<file path="src/rtl/instr_fetch_pkg.sv">
// Shared definitions for the omega8 instruction fetch unit: FSM state
// encoding, the NOP word presented when nothing is valid, and default widths.
package instr_fetch_pkg;

  localparam int DEF_ADDR_W  = 16;
  localparam int DEF_INSTR_W = 30;

  // Word shown on the decoder side whenever the prefetch FIFO is empty.
  localparam logic [29:0] INSTR_NOP = 30'h3FFFFFFF;

  // Fetch FSM encoding.
  //   S_IDLE : no request outstanding
  //   S_REQ  : read held until memory signals done, response is kept
  //   S_DROP : read held until done, response thrown away (stale after redirect)
  //   S_ERR  : halted after a memory timeout, left only by reset or redirect
  localparam logic [1:0] S_IDLE = 2'd0;
  localparam logic [1:0] S_REQ  = 2'd1;
  localparam logic [1:0] S_DROP = 2'd2;
  localparam logic [1:0] S_ERR  = 2'd3;

endpackage

</file>
<file path="src/rtl/instr_fetch_fifo.sv">
// fetch_fifo: small synchronous FIFO holding {pc, instr} pairs between the
// memory response and the decoder. Flush empties it in one edge.
// Head outputs are registered storage only, so no input-to-head
// combinational path exists.
module fetch_fifo #(
  parameter int DEPTH  = 2,
  parameter int PC_W   = 16,
  parameter int DATA_W = 30,
  parameter int CNT_W  = $clog2(DEPTH + 1)
) (
  input  logic              i_clk,
  input  logic              i_rst,
  input  logic              i_push,
  input  logic              i_pop,
  input  logic              i_flush,
  input  logic [PC_W-1:0]   i_push_pc,
  input  logic [DATA_W-1:0] i_push_data,
  output logic [PC_W-1:0]   o_head_pc,
  output logic [DATA_W-1:0] o_head_data,
  output logic [CNT_W-1:0]  o_count,
  output logic              o_empty
);

  localparam int PTR_W = (DEPTH > 1) ? $clog2(DEPTH) : 1;

  logic [PC_W+DATA_W-1:0] r_mem [DEPTH];
  logic [PTR_W-1:0]       r_wr_ptr;
  logic [PTR_W-1:0]       r_rd_ptr;
  logic [CNT_W-1:0]       r_count;

  // Pointer increment with wrap at DEPTH (DEPTH need not be a power of two).
  function automatic logic [PTR_W-1:0] f_next(input logic [PTR_W-1:0] p);
    return (p == PTR_W'(DEPTH - 1)) ? '0 : p + PTR_W'(1);
  endfunction

  // Storage write; the caller never pushes into a full FIFO.
  always_ff @(posedge i_clk) begin
    if (i_push) r_mem[r_wr_ptr] <= {i_push_pc, i_push_data};
  end

  // Pointer and occupancy bookkeeping; flush wins over push/pop.
  always_ff @(posedge i_clk or posedge i_rst) begin
    if (i_rst) begin
      r_wr_ptr <= '0;
      r_rd_ptr <= '0;
      r_count  <= '0;
    end else if (i_flush) begin
      r_wr_ptr <= '0;
      r_rd_ptr <= '0;
      r_count  <= '0;
    end else begin
      if (i_push) r_wr_ptr <= f_next(r_wr_ptr);
      if (i_pop)  r_rd_ptr <= f_next(r_rd_ptr);
      r_count <= r_count + CNT_W'(i_push) - CNT_W'(i_pop);
    end
  end

  assign {o_head_pc, o_head_data} = r_mem[r_rd_ptr];
  assign o_count = r_count;
  assign o_empty = (r_count == '0);

endmodule

</file>
<file path="src/rtl/instr_fetch.sv">
// instr_fetch: program counter plus instruction-memory read initiator for
// the omega8 core. Responses go into fetch_fifo, which feeds the decoder.
// Decoder handshake: the head transfers on a cycle where o_fetch_valid and
// i_fetch_ready are both high; o_fetch_valid never depends on i_fetch_ready.
// Memory handshake: o_instr_read/o_instr_addr are held stable from the first
// request cycle up to and including the cycle where i_instr_read_done is high.
// Optional feature: define INSTR_FETCH_TIMEOUT_EN to build the read timeout
// (S_ERR + sticky o_fetch_err); otherwise the unit waits forever for done.
module instr_fetch
  import instr_fetch_pkg::*;
#(
  parameter int                ADDR_W         = DEF_ADDR_W,
  parameter int                INSTR_W        = DEF_INSTR_W,
  parameter int                BUF_DEPTH      = 2,
  parameter logic [ADDR_W-1:0] RESET_PC       = '0,
  parameter int                TIMEOUT_CYCLES = 16
) (
  input  logic               i_clk,
  input  logic               i_rst,
  output logic [ADDR_W-1:0]  o_instr_addr,
  output logic               o_instr_read,
  input  logic [INSTR_W-1:0] i_instr,
  input  logic               i_instr_read_done,
  output logic [INSTR_W-1:0] o_fetch_instr,
  output logic [ADDR_W-1:0]  o_fetch_pc,
  output logic               o_fetch_valid,
  input  logic               i_fetch_ready,
  input  logic               i_redirect,
  input  logic [ADDR_W-1:0]  i_redirect_pc,
  output logic               o_fetch_err
);

  localparam int CNT_W = $clog2(BUF_DEPTH + 1);

  logic [1:0]         r_state;
  logic [1:0]         w_state_next;
  logic [ADDR_W-1:0]  r_pc;         // next address to fetch (redirect target while dropping)
  logic [ADDR_W-1:0]  r_drop_addr;  // stale address kept on the bus while dropping
  logic               w_read;
  logic               w_push;
  logic               w_pop;
  logic               w_room;
  logic               w_timeout;
  logic               w_fifo_empty;
  logic [CNT_W-1:0]   w_count;
  logic [CNT_W-1:0]   w_count_next;
  logic [ADDR_W-1:0]  w_head_pc;
  logic [INSTR_W-1:0] w_head_instr;

  assign w_read       = (r_state == S_REQ) || (r_state == S_DROP);
  assign w_push       = (r_state == S_REQ) && i_instr_read_done && !i_redirect;
  assign w_pop        = !w_fifo_empty && i_fetch_ready && !i_redirect;
  assign w_count_next = w_count + CNT_W'(w_push) - CNT_W'(w_pop);
  assign w_room       = (w_count_next < CNT_W'(BUF_DEPTH));

  fetch_fifo #(
    .DEPTH  (BUF_DEPTH),
    .PC_W   (ADDR_W),
    .DATA_W (INSTR_W),
    .CNT_W  (CNT_W)
  ) u_fifo (
    .i_clk       (i_clk),
    .i_rst       (i_rst),
    .i_push      (w_push),
    .i_pop       (w_pop),
    .i_flush     (i_redirect),
    .i_push_pc   (r_pc),
    .i_push_data (i_instr),
    .o_head_pc   (w_head_pc),
    .o_head_data (w_head_instr),
    .o_count     (w_count),
    .o_empty     (w_fifo_empty)
  );

`ifdef INSTR_FETCH_TIMEOUT_EN
  localparam int TO_W = $clog2(TIMEOUT_CYCLES + 1);

  logic [TO_W-1:0] r_to_cnt;
  logic            r_err;

  assign w_timeout = w_read && !i_instr_read_done &&
                     (r_to_cnt == TO_W'(TIMEOUT_CYCLES - 1));

  // Count consecutive waiting cycles; any completion, idle or redirect restarts it.
  always_ff @(posedge i_clk or posedge i_rst) begin
    if (i_rst) begin
      r_to_cnt <= '0;
    end else if (i_redirect || !w_read || i_instr_read_done || w_timeout) begin
      r_to_cnt <= '0;
    end else begin
      r_to_cnt <= r_to_cnt + TO_W'(1);
    end
  end

  // Sticky error flag, cleared only by reset or redirect.
  always_ff @(posedge i_clk or posedge i_rst) begin
    if (i_rst)           r_err <= 1'b0;
    else if (i_redirect) r_err <= 1'b0;
    else if (w_timeout)  r_err <= 1'b1;
  end

  assign o_fetch_err = r_err;
`else
  logic w_unused_timeout;
  assign w_unused_timeout = (TIMEOUT_CYCLES != 0);
  assign w_timeout        = 1'b0;
  assign o_fetch_err      = 1'b0;
`endif

  // Next-state logic; redirect overrides everything else.
  always_comb begin
    w_state_next = r_state;
    if (i_redirect) begin
      w_state_next = (w_read && !i_instr_read_done) ? S_DROP : S_REQ;
    end else begin
      case (r_state)
        S_IDLE:  if (w_room) w_state_next = S_REQ;
        S_REQ:   begin
          if (w_timeout)                           w_state_next = S_ERR;
          else if (i_instr_read_done && !w_room)   w_state_next = S_IDLE;
        end
        S_DROP:  begin
          if (w_timeout)              w_state_next = S_ERR;
          else if (i_instr_read_done) w_state_next = S_REQ;
        end
        S_ERR:   w_state_next = S_ERR;
        default: w_state_next = S_IDLE;
      endcase
    end
  end

  // State, PC and held stale address.
  always_ff @(posedge i_clk or posedge i_rst) begin
    if (i_rst) begin
      r_state     <= S_IDLE;
      r_pc        <= RESET_PC;
      r_drop_addr <= RESET_PC;
    end else begin
      r_state <= w_state_next;
      if (i_redirect) begin
        r_pc <= i_redirect_pc;
        // Only a fresh outstanding read needs its address remembered; in
        // S_DROP the stale address is already captured.
        if (r_state == S_REQ && !i_instr_read_done) r_drop_addr <= r_pc;
      end else if (w_push) begin
        r_pc <= r_pc + ADDR_W'(1);
      end
    end
  end

  assign o_instr_read  = w_read;
  assign o_instr_addr  = (r_state == S_DROP) ? r_drop_addr : r_pc;
  assign o_fetch_valid = !w_fifo_empty;
  assign o_fetch_pc    = w_head_pc;
  assign o_fetch_instr = w_fifo_empty ? INSTR_W'(INSTR_NOP) : w_head_instr;

endmodule

</file>
<file path="config.mk">
export PLATFORM = sky130hd
export DESIGN_NAME = instr_fetch
export DESIGN_NICKNAME = d
export VERILOG_FILES = /design/src/rtl/instr_fetch_pkg.sv /design/src/rtl/instr_fetch_fifo.sv /design/src/rtl/instr_fetch.sv
export SDC_FILE = /design/constraint.sdc
export NUM_CORES = 1
export LEC_CHECK = 0
export CAP_MARGIN = 20
export CORE_UTILIZATION = 30
export DETAILED_ROUTE_END_ITERATION = 7
export HOLD_SLACK_MARGIN = 0.1
export PLACE_DENSITY = 0.51
export SLEW_MARGIN = 5
export SYNTH_ARGS = -nofsm -noshare
export SYNTH_HDL_FRONTEND = slang
export SYNTH_SLANG_ARGS = --single-unit
</file>
<file path="constraint.sdc">
create_clock -name i_clk -period 6.6 [get_ports i_clk]
set_input_delay 1.65 -clock i_clk [delete_from_list [all_inputs] [get_ports i_clk]]
set_output_delay 1.65 -clock i_clk [all_outputs]
set_load 0.03 [all_outputs]
</file>
==> flow_summary.json, run 1 <==
{
  "ys_seq_area_share_pct": 67.3,
  "detail_route.wirelength_um": 12100,
  "initial_core_util_pct": 30.6,
  "cts_setup_buffers": 0,
  "antenna_found_initial": 0,
  "period_needed_ps": 4410,
  "numCtsBuffers": 17,
  "r2r_slack_ps": 3760,
  "synth_cell_types": 41,
  "core_area_mm2": 0.0180,
  "min-delay-start": "r_drop_addr[11]$_DFFE_PP0P_",
  "dieWidth_um": 138,
  "dr.pass1.iters": 4,
  "synth_seq_cells": 130,
  "syn2layout_area_growth_pct": 36.0,
  "rows": 49,
  "grt_remaining_overflow": 0,
  "vdd_ir_drop_max_mv": 0.208,
  "grt_pass1_vias": 3364,
  "critPathMaxStageDelay_ps": 780,
  "grt_use_total_pct": 13.6,
  "wl_met2_um": 5820,
  "hold_path.class": "reg2reg",
  "top_layer_used": "met4",
  "cp.depth": 4,
  "vias_per_cell": 4.63,
  "syn_nets": 435,
  "period_share_pct": 66.9,
  "netlist_area_mm2": 0.00552,
  "rsz0062_at_grt": "false",
  "netlist_instances": 377,
  "regToRegStartpoint": "u_fifo.o_count[1]$_DFF_PP0_",
  "slew_headroom_pct": 38.0,
  "drive_gt1_share_pct": 17.2,
  "drc": 0,
  "ios": 116,
  "endpoint": "o_instr_addr[8]",
  "max_freq_mhz": 227,
  "tritoncts": "built",
  "grt_pass1_wl_um": 18700,
  "gp_congestion": 0.773,
  "synth_warnings": 0,
  "setup_violations": 0,
  "m1WireLength_um": 5440,
  "cts-root-buf": "clkbuf_16",
  "ctsHoldBuffers": 0,
  "io_buffers": 114,
  "finalNetCount": 551,
  "powerDensity_mw_per_mm2": 391,
  "critPathBufInv": 2,
  "ant_nets": 0,
  "cts.reportedPaths.clkPinSlew_ps": 60,
  "die_h_um": 138,
  "clockBufferDepth": 2,
  "crit_path_start_kind": "flip-flop",
  "place_area_mm2": 0.00689,
  "wire_per_inst_um": 16.5,
  "timing_hold_violations_final": 0,
  "crit_type": "reg2out",
  "cts.htree.levels": 4,
  "avgSynthCellArea_um2": 14.6,
  "hpwl_um": 7670,
  "first_iter_violations": 112,
  "startpoint": "r_state[0]$_DFFE_PP0P_",
  "leakage_nw": 2.67,
  "outcome": "finished clean",
  "diodes": 0,
  "cp_cell_sequence": "inv_1, ha_1, mux2_2, clkdlybuf4s50_1",
  "worstPathArrival_ps": 2760,
  "final_cell_area_mm2": 0.00751,
  "worstRegToRegCells": 10,
  "cpLargestDelayFamily": "adder cells",
  "crit_required_ps": 4950,
  "die_area_mm2": 0.0189,
  "tightest_slew_ps": 930,
  "fin_skew_ps": 10.5,
  "drv_slew": 0,
  "ctsResizeCount": 0,
  "clock_latency_ps": 410,
  "num_vias": 3402,
  "cts.sinks": 130,
  "timing.rr.end": "r_state[1]$_DFFE_PP0P_",
  "crit_path_top_delay_cell": "ha_1",
  "route.met3.wl_um": 681,
  "drv_cap": 0,
  "grt_max_degree": 47,
  "endpoint_kind": "output port",
  "fin_tns_setup_ps": 0,
  "cp_max_fo": 19
}
==> worst reg2reg max path, delay by kind of cell (launching register included) <==
kind,cells,cell delay (ps)
compound gates,2,410
xor+xnor,1,240
fa+ha+maj,2,460
buf+inv,1,40
flops,1,380
mux,1,350
simple gates,3,860
==> kinds of logic (layout without fill, tap and decap cells) <==
logic type	count (synthesis)	count (layout)	synth area share (%)
AOI/OAI and AO/OA	25	25	2.70
xor gates and xnor gates	15	15	2.63
adders and majority gates	7	7	1.59
buffers and inverters	31	160	2.63
DFF	130	130	67.3
muxes	79	79	15.4
other	1	1	0.0679
and+or+nand+nor	89	89	7.73
==> stage by stage <==
step / std cells / utilization, % / hold WS, ps / setup slack, ps / total power [W]
after detailed placement: 703 / 38.2 / 476 / 2160 / 0.00199
after CTS: 735 / 41.6 / 490 / 2180 / 0.00298
after global routing: 735 / 41.6 / 516 / 2090 / 0.00308
after floorplan: 377 / - / 437 / 2330 / 0.00164
after global placement: 703 / 38.2 / 466 / 2270 / 0.00198
final: 735 / 41.6 / 484 / 2190 / 0.00294
==> worst min path at each step <==
stage	endpoint	slack (ps)	depth (start not counted)
after floorplan	u_fifo.r_mem[0][32]$_DFFE_PP_	440	0
after global placement	r_drop_addr[11]$_DFFE_PP0P_	470	2
after detailed placement	r_drop_addr[11]$_DFFE_PP0P_	480	2
after CTS	r_drop_addr[11]$_DFFE_PP0P_	490	2
after global routing	r_drop_addr[9]$_DFFE_PP0P_	520	1
final	r_drop_addr[11]$_DFFE_PP0P_	480	2
==> registers in the layout, indices dropped and copies added (netlist names) <==
name	cells
u_fifo.r_rd_ptr	1
u_fifo.o_count	2
r_pc	16
u_fifo.r_mem	92
r_drop_addr	16
r_state	2
u_fifo.r_wr_ptr	1
==> cell usage after synthesis <==
master,number,area share (%)
edfxtp_1,92,50
nand2_1,51,3.5
mux2_2,47,9.6
dfrtp_1,38,17
mux2i_1,32,5.8
o21ai_0,14,1.3
clkbuf_1,11,0.75
xor2_1,10,1.6
inv_1,9,0.61
nor2_1,9,0.61
nand4_1,8,0.91
ha_1,7,1.6
buf_2,6,0.54
nand3_1,6,0.54
xnor2_1,4,0.63
and3_1,3,0.34
and4_1,2,0.32
buf_1,2,0.14
nor4_1,2,0.23
o211ai_1,2,0.27
o21ai_1,2,0.18
a211oi_1,1,0.14
a21o_1,1,0.14
a21oi_1,1,0.091
a221o_1,1,0.18
a31oi_1,1,0.11
and2_1,1,0.11
and4_4,1,0.20
buf_4,1,0.14
buf_6,1,0.20
clkbuf_8,1,0.25
conb_1,1,0.068
nand3_4,1,0.32
nor2b_1,1,0.11
nor3b_1,1,0.14
o31a_1,1,0.16
o41ai_1,1,0.16
or2_2,1,0.11
or4_1,1,0.14
or4b_1,1,0.18
xnor3_1,1,0.41
==> layout make-up <==
cell class	count	area, um2
fillers	1644	10500
flip-flops and latches	130	3710
multi-input cells	216	1680
repair buffers	119	1180
clock buffers	17	425
well taps	229	287
clock inverters	15	190
inverters	9	33.8
==> where the power goes <==
| part | switching (W) | internal, W |
|---|---|---|
| combinational | 0.000498 | 0.000390 |
| clock | 0.000347 | 0.000628 |
| sequential | 0.0000733 | 0.00100 |
| total | 0.000919 | 0.00202 |
==> layer usage <==
metal  vias to the layer above  track usage [%]
met5                         -                0
met3                        15             3.94
met1                      1667             17.2
met2                       103             21.9
li1                       1617                -
met4                         0             5.31
==> placed cells by master (no fill, tap or decap), types with 3 or more instances in the layout <==
master           count
clkinv_1             3
bufinv_16            4
nor2_1               7
edfxtp_1            92
nand4_1              8
ha_1                 7
and3_1               3
mux2i_1             32
clkbuf_16           17
nand2_1             51
o21ai_0             14
buf_4                5
nand3_1              6
inv_1                9
clkinvlp_4           3
dfrtp_1             37
xnor2_1              4
xor2_1              10
mux2_2              47
clkdlybuf4s50_1    114
Note: power is estimated with default switching activity, not from simulation.
==> run 2, diff against run 1 <==
==> constraint.sdc (replaced) <==
create_clock -name i_clk -period 4.6 [get_ports i_clk]
set_input_delay 1.15 -clock i_clk [delete_from_list [all_inputs] [get_ports i_clk]]
set_output_delay 1.15 -clock i_clk [all_outputs]
set_load 0.03 [all_outputs]
==> flow_summary.json, run 2 (synthesized netlist as in run 1, its figures left out) <==
{
  "min-delay-start": "r_drop_addr[11]$_DFFE_PP0P_",
  "hold_path.class": "reg2reg",
  "outcome": "finished clean",
  "vias_per_cell": 4.62,
  "grt_pass1_vias": 3394,
  "min_to": "r_drop_addr[11]$_DFFE_PP0P_",
  "cts_setup_buffers": 0,
  "crit_required_ps": 3450,
  "drive_gt1_share_pct": 17.4,
  "setup_slack_ps": 775,
  "worstPathArrival_ps": 2670,
  "cp_max_fo": 19,
  "rows": 49,
  "holdWs_ps": 491,
  "endpoint_kind": "output port",
  "slew_headroom_pct": 43.8,
  "ctsHoldBuffers": 0,
  "initial_core_util_pct": 30.6,
  "diodes": 0,
  "worstRegToRegCells": 10,
  "crit_path_start_kind": "flip-flop",
  "ant_nets": 0,
  "final_cell_mix": "clkdlybuf4s50_1, edfxtp_1, nand2_1, mux2_2, dfrtp_1",
  "period_share_pct": 83.1,
  "dr.pass1.iters": 4,
  "antenna_found_initial": 0,
  "power_w": 0.00407,
  "powerDensity_mw_per_mm2": 545,
  "leakage_nw": 2.67,
  "stdcell_count": 734,
  "grt_remaining_overflow": 0,
  "fin_skew_ps": 6.87,
  "hpwl_um": 7530,
  "ctsResizeCount": 0,
  "cts.reportedPaths.clkPinSlew_ps": 60,
  "period_needed_ps": 3820,
  "min_path_cells": 2,
  "max_freq_mhz": 261,
  "cts.sinks": 130,
  "cts-root-buf": "clkbuf_16",
  "wire_per_inst_um": 15.8,
  "regToRegStartpoint": "u_fifo.o_count[1]$_DFF_PP0_",
  "ios": 116,
  "clock_latency_ps": 410,
  "clockBufferDepth": 2,
  "largest_reg_flops": 92,
  "die_area_mm2": 0.0189,
  "timing.rr.end": "r_state[1]$_DFFE_PP0P_",
  "numCtsBuffers": 17,
  "first_iter_violations": 129,
  "core_area_mm2": 0.0180,
  "r2r_slack_ps": 1790,
  "die_h_um": 138,
  "tightest_slew_ps": 843,
  "reg_top3": "u_fifo.r_mem: 92 flops, r_drop_addr: 16 flops, r_pc: 16 flops",
  "fin_tns_setup_ps": 0,
  "rsz0062_at_grt": "false",
  "tritoncts": "built",
  "largest_register": "u_fifo.r_mem",
  "finalNetCount": 551,
  "mostFrequentLayoutCell": "clkdlybuf4s50_1",
  "grt_max_degree": 47,
  "drc": 0,
  "num_vias": 3389,
  "grt_use_total_pct": 12.9,
  "detail_route.wirelength_um": 11600,
  "io_buffers": 114,
  "cts.htree.levels": 4,
  "drv_cap": 0,
  "grt_pass1_wl_um": 17900,
  "syn2layout_area_growth_pct": 35.2,
  "crit_type": "reg2out",
  "vdd_ir_drop_max_mv": 0.255,
  "timing_hold_violations_final": 0,
  "dp_slack_ps": 926,
  "setup_violations": 0,
  "dieWidth_um": 138,
  "dp_cells": 703,
  "drv_slew": 0,
  "gp_congestion": 0.776
}
==> run 2: changes by cell type in the layout (fill, tap and decap cells not counted) <==
| cell | before | now |
|---|---|---|
| clkinv_2 | 2 | 6 |
| bufinv_16 | 4 | 1 |
| clkinv_1 | 3 | 0 |
| clkinvlp_4 | 3 | 0 |
| clkbuf_8 | 0 | 2 |
| inv_4 | 0 | 2 |
| buf_12 | 0 | 1 |
| buf_4 | 5 | 4 |
| clkbuf_1 | 0 | 1 |
| clkbuf_16 | 17 | 18 |
| clkinv_4 | 2 | 1 |
| inv_6 | 1 | 0 |
==> run 2: final cells by class <==
class	count	area [um2]
clock buffer	21	482
clock inverter	10	81.3
timing repair buffer	119	1190
inverter	9	33.8
fill	1685	10600
sequential	130	3710
multi-input combinational	216	1680
tap	229	287
==> run 2: power by group <==
part | switching [W] | leakage (nW) | internal, W | total (W)
sequential | 0.000110 | 1.30 | 0.00144 | 0.00155
clock | 0.000469 | 0.288 | 0.000795 | 0.00126
combinational | 0.000697 | 1.08 | 0.000563 | 0.00126
total | 0.00128 | 2.67 | 0.00279 | 0.00407
==> run 2: per-layer routing <==
metal / routed length, um / track usage (%) / vias up
met5: 0 / 0 / -
met4: 184 / 4.95 / 0
met3: 610 / 4.30 / 17
met2: 5570 / 21.0 / 101
met1: 5230 / 15.8 / 1661
li1: - / - / 1610
==> run 2: metrics by stage <==
step / utilization, % / cell area, um2
final: 41.4 / 7470
after global routing: 41.4 / 7470
after CTS: 41.4 / 7470
after detailed placement: 38.3 / 6900
after global placement: 38.3 / 6900
after floorplan: - / 5520
==> run 2: worst max-delay path: stages, from the launching register on <==
cell	delay, ps
dfrtp_1	400
inv_1	120
ha_1	720
mux2_2	420
clkdlybuf4s50_1	600
==> run 2: worst max path at each step <==
stage / startpoint / endpoint / depth (start not counted)
floorplan: i_redirect / u_fifo.r_mem[0][0]$_DFFE_PP_ / 3
global placement: i_redirect / r_state[1]$_DFFE_PP0P_ / 10
detailed placement: i_instr_read_done / r_state[1]$_DFFE_PP0P_ / 9
CTS: r_state[0]$_DFFE_PP0P_ / o_instr_addr[12] / 4
global route: r_state[0]$_DFFE_PP0P_ / o_instr_addr[0] / 4
finish: r_state[0]$_DFFE_PP0P_ / o_instr_addr[4] / 4
==> run 3, diff against run 2 <==
--- a/config.mk
+++ b/config.mk
@@ -9,7 +9,7 @@
 export CORE_UTILIZATION = 30
 export DETAILED_ROUTE_END_ITERATION = 7
 export HOLD_SLACK_MARGIN = 0.1
-export PLACE_DENSITY = 0.51
+export PLACE_DENSITY = 0.53
 export SLEW_MARGIN = 5
 export SYNTH_ARGS = -nofsm -noshare
 export SYNTH_HDL_FRONTEND = slang
==> constraint.sdc (replaced) <==
create_clock -name i_clk -period 3.1 [get_ports i_clk]
set_input_delay 0.775 -clock i_clk [delete_from_list [all_inputs] [get_ports i_clk]]
set_output_delay 0.775 -clock i_clk [all_outputs]
set_load 0.03 [all_outputs]
==> flow_summary.json, run 3 (synthesized netlist as in run 1, its figures left out) <==
{
  "crit_path_start_kind": "flip-flop",
  "clockBufferDepth": 2,
  "vdd_ir_drop_max_mv": 0.371,
  "p_sw_w": 0.00194,
  "cts-root-buf": "clkbuf_16",
  "cp_max_fo": 28,
  "rsz0062_at_grt": "false",
  "diodes": 0,
  "reg_top3": "u_fifo.r_mem: 92 flops, r_drop_addr: 16 flops, r_pc: 16 flops",
  "crit_path_top_delay_cell": "clkdlybuf4s50_1",
  "final_core_util_pct": 41.9,
  "core_area_mm2": 0.0180,
  "final_cell_area_mm2": 0.00755,
  "slew_headroom_pct": 64.7,
  "dp_cells": 714,
  "ant_nets": 0,
  "cp.depth": 4,
  "first_iter_violations": 180,
  "io_buffers": 114,
  "hpwl_um": 7960,
  "grt_pass1_vias": 3517,
  "endpoint_kind": "output port",
  "startpoint": "u_fifo.o_count[1]$_DFF_PP0_",
  "powerDensity_mw_per_mm2": 806,
  "crit_required_ps": 2320,
  "critPathBufInv": 2,
  "dr.pass1.iters": 4,
  "endpoint": "o_fetch_instr[5]",
  "critPathMaxStageDelay_ps": 660,
  "final_cell_mix": "clkdlybuf4s50_1, edfxtp_1, nand2_1, mux2_2, dfrtp_1",
  "p_int_w": 0.00415,
  "gp_congestion": 0.734,
  "grt_use_total_pct": 13.6,
  "cts.reportedPaths.clkPinSlew_ps": 60,
  "grt_max_degree": 39,
  "drv_cap": 0,
  "outcome": "finished clean",
  "tightest_slew_ps": 525,
  "power_frac_clock_pct": 31.8,
  "tritoncts": "built",
  "grt_remaining_overflow": 0,
  "detail_route.wirelength_um": 12000,
  "cts.sinks": 130,
  "finalNetCount": 562,
  "leakage_nw": 2.75,
  "regToRegStartpoint": "u_fifo.o_count[1]$_DFF_PP0_",
  "swShare_pct": 31.9,
  "stdcell_count": 746,
  "fin_skew_ps": 9.30,
  "fin_tns_setup_ps": 0,
  "cp_cell_sequence": "or2_4, buf_4, nand2_1, clkdlybuf4s50_1",
  "num_vias": 3409,
  "drv_slew": 0,
  "cts.htree.levels": 4,
  "mostFrequentLayoutCell": "clkdlybuf4s50_1",
  "combPwrFrac_pct": 31.0,
  "initial_core_util_pct": 30.6,
  "grt_pass1_wl_um": 18800,
  "dieWidth_um": 138,
  "r2r_slack_ps": 520,
  "die_area_mm2": 0.0189,
  "syn2layout_area_growth_pct": 36.8,
  "numCtsBuffers": 17,
  "place_area_mm2": 0.00699,
  "die_h_um": 138,
  "drive_gt1_share_pct": 19.1,
  "period_share_pct": 93.6,
  "drc": 0,
  "largest_register": "u_fifo.r_mem",
  "rows": 49,
  "wire_per_inst_um": 16.0,
  "hold_path.class": "reg2reg",
  "cpLargestDelayFamily": "buffers and inverters",
  "worstPathArrival_ps": 2130,
  "antenna_found_initial": 1,
  "max_freq_mhz": 345,
  "crit_type": "reg2out",
  "largest_reg_flops": 92,
  "timing_hold_violations_final": 0,
  "vias_per_cell": 4.57,
  "holdWs_ps": 499,
  "worstRegToRegCells": 10,
  "period_needed_ps": 2900,
  "timing.rr.end": "r_state[1]$_DFFE_PP0P_",
  "ios": 116,
  "clock_latency_ps": 410,
  "p_seq_share_pct": 37.3,
  "cts_setup_buffers": 0,
  "setup_violations": 0
}
## run 3: worst reg2reg max path, stage by stage (launching register included)
cell and delay (ps):
dfrtp_1 390, or2_4 380, nand2_1 190, nor2_1 60
ha_1 270, inv_1 40, ha_1 170, xnor3_1 240
mux2i_1 320, a21oi_1 100, o31a_1 290
## run 3: worst min path at each step
| stage | start | end | slack, ps | cells past startpoint |
|---|---|---|---|---|
| after detailed placement | r_drop_addr[11]$_DFFE_PP0P_ | r_drop_addr[11]$_DFFE_PP0P_ | 480 | 2 |
| final | r_drop_addr[11]$_DFFE_PP0P_ | r_drop_addr[11]$_DFFE_PP0P_ | 500 | 2 |
| after floorplan | r_pc[2]$_DFFE_PP0P_ | u_fifo.r_mem[0][32]$_DFFE_PP_ | 440 | 0 |
| after global routing | r_drop_addr[5]$_DFFE_PP0P_ | r_drop_addr[5]$_DFFE_PP0P_ | 520 | 1 |
| after global placement | r_drop_addr[11]$_DFFE_PP0P_ | r_drop_addr[11]$_DFFE_PP0P_ | 470 | 2 |
| after CTS | r_drop_addr[11]$_DFFE_PP0P_ | r_drop_addr[11]$_DFFE_PP0P_ | 500 | 2 |
## run 3: metal layers
layer | track usage, % | up-vias | share of wire [%]
li1 | - | 1634 | -
met1 | 17.1 | 1662 | 45
met2 | 21.8 | 105 | 48
met3 | 4.30 | 8 | 5.5
met4 | 4.76 | 0 | 0.69
met5 | 0 | - | 0
## run 3: area by class of cell
type | instances | area [um2]
flip-flops and latches | 130 | 3710
repair buffers | 130 | 1260
clock inverters | 13 | 136
inverters | 9 | 33.8
well taps | 229 | 287
clock buffers | 19 | 443
fillers | 1707 | 10500
multi-input cells | 216 | 1680
## run 3: through the flow
step	total power [W]	worst slack, ps
6_report	0.00609	198
5_1_grt	0.00640	91.3
4_1_cts	0.00617	57.6
3_5_place_dp	0.00427	23.6
3_3_place_gp	0.00423	136
2_1_floorplan	0.00350	-296
## run 3: power groups by stage
stage          registers, W  clock network, W  logic [W]
2_1_floorplan       0.00225                 0    0.00125
3_3_place_gp        0.00228                 0    0.00195
3_5_place_dp        0.00230                 0    0.00196
4_1_cts             0.00227           0.00198    0.00192
5_1_grt             0.00229           0.00207    0.00204
6_report            0.00227           0.00193    0.00189
## run 3: timing repair
item                       CTS  global route
gates cloned                 0             0
gates resized for setup     16             1
hold buffers                 0             0
setup endpoints to repair   20             1
